**src/rtl/gry_ptr_sync_cmp.sv**
```systemverilog
// Read-side consumer of a remote gray write pointer: synchronise, convert to binary, compare to rd_ptr_bin.
// Latency: wptr_bin SYNC_STAGES edges after gry_in is first sampled, occ/aempty one edge later, empty combinational.
// Backpressure: none; status only. Optional sticky pointer check under GRY_PTR_SYNC_CHK_EN.
module gry_ptr_sync_cmp #(
    parameter int WIDTH         = 8,
    parameter int SYNC_STAGES   = 2,
    parameter int AEMPTY_THRESH = 2
) (
    input  logic             clk,
    input  logic             rst,
    input  logic [WIDTH-1:0] gry_in,
    input  logic [WIDTH-1:0] rd_ptr_bin,
    output logic [WIDTH-1:0] wptr_bin,
    output logic [WIDTH-1:0] occ,
    output logic             empty,
    output logic             aempty,
    output logic             err
);

    localparam logic [WIDTH-1:0] AE_TH = WIDTH'(AEMPTY_THRESH);
    localparam logic [WIDTH-1:0] DEPTH = {1'b1, {(WIDTH-1){1'b0}}};

    logic [WIDTH-1:0] sync_q [SYNC_STAGES];
    logic [WIDTH-1:0] sync_last;
    logic [WIDTH-1:0] wptr_nxt;
    logic [WIDTH-1:0] occ_nxt;

    assign sync_last = sync_q[SYNC_STAGES-1];

    // Plain flop chain on the asynchronous gray bus; nothing may sit between stages.
    always_ff @(posedge clk or posedge rst) begin
        if (rst) begin
            for (int i = 0; i < SYNC_STAGES; i++) begin
                sync_q[i] <= '0;
            end
        end else begin
            sync_q[0] <= gry_in;
            for (int i = 1; i < SYNC_STAGES; i++) begin
                sync_q[i] <= sync_q[i-1];
            end
        end
    end

    // Gray to binary: each binary bit is the XOR of all gray bits at or above it.
    always_comb begin
        wptr_nxt = '0;
        for (int i = 0; i < WIDTH; i++) begin
            wptr_nxt[i] = ^(sync_last >> i);
        end
    end

    // Modulo subtraction handles the wrapped case where wptr_bin < rd_ptr_bin numerically.
    assign occ_nxt = wptr_bin - rd_ptr_bin;

    // Register the converted pointer, the occupancy and the almost-empty flag.
    always_ff @(posedge clk or posedge rst) begin
        if (rst) begin
            wptr_bin <= '0;
            occ      <= '0;
            aempty   <= 1'b1;
        end else begin
            wptr_bin <= wptr_nxt;
            occ      <= occ_nxt;
            aempty   <= (occ_nxt <= AE_TH);
        end
    end

    // Combinational so a read that catches up is seen as empty in the same cycle.
    assign empty = (wptr_bin == rd_ptr_bin);

`ifdef GRY_PTR_SYNC_CHK_EN
    logic [WIDTH-1:0] prev_q;
    logic [WIDTH-1:0] diff;
    logic             multi_bit;
    logic             overrun;

    assign diff      = sync_last ^ prev_q;
    assign multi_bit = ((diff & (diff - 1'b1)) != '0);
    assign overrun   = (occ_nxt > DEPTH);

    // Keep the previous synchronised value and latch any illegal step or overrun until reset.
    always_ff @(posedge clk or posedge rst) begin
        if (rst) begin
            prev_q <= '0;
            err    <= 1'b0;
        end else begin
            prev_q <= sync_last;
            err    <= err | multi_bit | overrun;
        end
    end
`else
    assign err = 1'b0;
`endif

endmodule

```
**config.mk**
```make
export PLATFORM = sky130hd
export DESIGN_NAME = gry_ptr_sync_cmp
export DESIGN_NICKNAME = d
export VERILOG_FILES = /design/src/rtl/gry_ptr_sync_cmp.sv
export SDC_FILE = /design/constraint.sdc
export NUM_CORES = 1
export LEC_CHECK = 0
export CAP_MARGIN = 5
export CORE_MARGIN = 2
export CORE_UTILIZATION = 35
export DETAILED_ROUTE_END_ITERATION = 8
export PLACE_DENSITY_LB_ADDON = 0.2
export SETUP_SLACK_MARGIN = 0.4
export SYNTH_ARGS = -nofsm -noshare
export SYNTH_HDL_FRONTEND = slang
export SYNTH_SLANG_ARGS = --single-unit
```
**constraint.sdc**
```tcl
create_clock -name clk -period 2.3 [get_ports clk]
set_input_delay 0.69 -clock clk [delete_from_list [all_inputs] [get_ports clk]]
set_output_delay 0.69 -clock clk [all_outputs]
set_load 0.01 [all_outputs]
```
==> summary.txt <==
Yosys
  • Post-Syn Area: 0.00133 mm²
  • Commonest cells post-synth: 32 x dfrtp_1, 13 x inv_1, 7 x ha_1
  • Cell accounting for the most synthesized area: dfrtp_1
  • Synth Register Bits: 33
  • Post-synth EDFFs: 0
  • Yosys warns: 0
  • Ys async rst share: 100%
  • Largest cells by area after synthesis: dfrtp_1 60%, ha_1 6.6%, xnor2_1 4.0%
  • Seq/Total Area, Yosys: 62.4%
  • Primary FF master, synth: dfrtp_1
  • Syn Area/Cell: 13.5 µm²
  • Post-synthesis cell type count: 28
  • Most numerous cell in the Yosys netlist: dfrtp_1
  • Syn Nets: 124
  • Mapped Cells: 98
  • Post-synth top area share: 60.4%

Placement
  • PortBufs: 35
  • Placed wire-length estimate: 1.65 mm
  • Dpl ws: -781 ps
  • Placed Cells: 193
  • Placer's final routability congestion estimate: 0.754

Setup path
  • Worst setup SP type: input pin
  • Worst EP arrival: 1460 ps
  • Critical Path RT: 1610 ps
  • Setup Crit Path Kind: input pin to output port
  • Reg2reg setup slack: 340 ps
  • CP Max Fanout: 2
  • Worst setup EP type: output port

Global routing
  • Total grt overflow: 0
  • Vias in the first global route: 988
  • GRT Util Overall: 13.0%
  • Largest net degree at the start of global routing: 34
  • First-pass GRT wire length: 4.11 mm
  • Initial antenna violation count: 0

Pwr
  • Pleak: 0.978 nW
  • Net Sw Power: 616 µW
  • Maximum vdd drop: 0.529 mV
  • Net Sw Frac: 28.9%
  • Pwr dens: 1000 mW/mm²
  • Comb pwr share: 38.4%
  • Flop pwr share: 35.3%
  • Clock power share: 26.4%
  • Internal power: 1.51 mW

Floorplanning
  • Core area: 0.00366 mm²
  • Die Wd: 65.6 µm
  • Die Height: 65.6 µm
  • Die area: 0.00430 mm²
  • Site Rows: 22
  • Initial core utilization: 36.2%
  • I/O pin total: 37

Final layout
  • Area occupied by multi-input gates: 591 µm²
  • Area Growth Syn to Fin: 60.6%
  • N_diodes: 0
  • Share of post-route cells with drive strength above 1: 42.3%
  • Final Non-Filler Cells: 204
  • NumNets Final: 181
  • Layout filler cell count: 293
  • Fin util: 58.2%
  • Register area: 828 µm²

Drt
  • WL per Instance: 11.3 µm
  • Routed WL: 2.30 mm
  • Vias: 918
  • Detail Route Antenna Nets: 0
  • DR pass1 iterations: 4
  • DRC violations left: 0
  • DRT iter0 DRCs: 15
  • Vias/cell: 4.50

STA
  • Final Max Slew Viols: 0
  • Final setup violating endpoints: 0
  • Tmin final: 2150 ps
  • Unrepaired setup endpoints after global routing: yes
  • Achievable frequency: 465 MHz
  • Clock skew: 3.60 ps
  • Final hold violation count: 0
  • Worst setup slack after layout: 149 ps
  • Fin Hold WS: 350 ps
  • Ratio of final minimum period to clock period: 93.5%

Outcome
  • Status: finished clean

Clock tree
  • CTS Buf Count: 5
  • Longest Clk Path Bufs: 2
  • CTS tree: built
  • H-tree depth: 2
  • Clk Latency, worst-skew pair: 280 ps
  • Clock root buffer: clkbuf_8
  • Hold_buf cts: 0
  • Clock net sink count: 33
  • Clock slew at reported path FFs: 70 ps

Run
  • Max_cap viols: 0

Hold path
  • Min-delay worst type: flip-flop to flip-flop
power by group through the flow:
stage               logic [mW]  registers (mW)  clock network [mW]
floorplan                0.305           0.804                   0
global placement         0.709           0.750                   0
detailed placement       0.718           0.752                   0
CTS                      0.795           0.756               0.571
global route             0.891           0.765               0.611
finish                   0.817           0.751               0.562
timing repair:
item,in CTS,in global routing
pin swaps,14,7
setup endpoints to repair,10,9
setup buffers,2,1
gates resized for setup,60,14
through the flow:
stage / instance area (µm²) / power, mW / TNS (ps)
5_1_grt: 2130 / 2.27 / 0
2_1_floorplan: 1360 / 1.11 / 0
6_report: 2130 / 2.13 / 0
4_1_cts: 2090 / 2.12 / 0
3_3_place_gp: 1860 / 1.46 / -2010
3_5_place_dp: 1860 / 1.47 / -2080
cells by family (layout without fill, tap and decap cells):
| logic type | count (synthesis) | in the layout | synth area share (%) |
|---|---|---|---|
| AO/OA/AOI/OAI | 13 | 13 | 6.04 |
| XOR/XNOR | 15 | 15 | 12.2 |
| adder cells (fa/ha/maj) | 8 | 8 | 8.11 |
| buffers and inverters | 15 | 73 | 4.53 |
| flip-flops | 33 | 33 | 62.4 |
| other | 1 | 1 | 0.283 |
| AND/OR/NAND/NOR | 13 | 13 | 6.51 |
cells in the final DEF, fill, tap and decap left out, drive strengths merged, types with 2 or more instances in the layout:
cell type / instances
ha: 7
a21oi: 4
dlymetal6s2s: 6
xnor2: 8
nor3: 2
dlygate4sd2: 3
xor2: 7
clkdlybuf4s50: 17
o21ai: 4
a211oi: 2
nand4b: 2
clkbuf: 7
buf: 25
nand3b: 2
dfrtp: 32
inv: 13
state kept, by name (all words and copies together), names as in the netlist:
register and count:
sync_last 8, occ 8, aempty 1, wptr_bin 8, sync_q 8
critical path: stages:
cell and delay [ps]:
buf_2 90, inv_2 40, ha_4 270, nand3_2 80, nor3_2 150, buf_2 150
per-layer routing:
| layer | wire length, µm | global-route usage (%) | vias to the layer above |
|---|---|---|---|
| met3 | 143 | 5.14 | 8 |
| met2 | 1250 | 22.8 | 35 |
| met1 | 862 | 13.9 | 442 |
| met4 | 44 | 5.21 | 0 |
| li1 | - | - | 433 |
| met5 | 0 | 0 | - |
final timing paths:
path                                     from      endpoint  cells after the start
worst min-delay path               sync_q[14]  sync_last[6]                      0
worst min register to register     sync_q[14]  sync_last[6]                      0
worst max register to register    wptr_bin[0]        aempty                      9
min in group asynchronous                 rst     sync_q[9]                      3
max in group asynchronous                 rst        aempty                      3
worst max-delay path            rd_ptr_bin[2]         empty                      6
cell type report:
type                    count  area share [%]
flip-flops and latches     33            38.9
multi-input cells          50            27.7
repair buffers             52            22.4
clock buffers               6            3.88
well taps                  48            2.82
inverters                  13            2.53
clock inverters             2            1.76
Power figures use the tool's default switching activity.
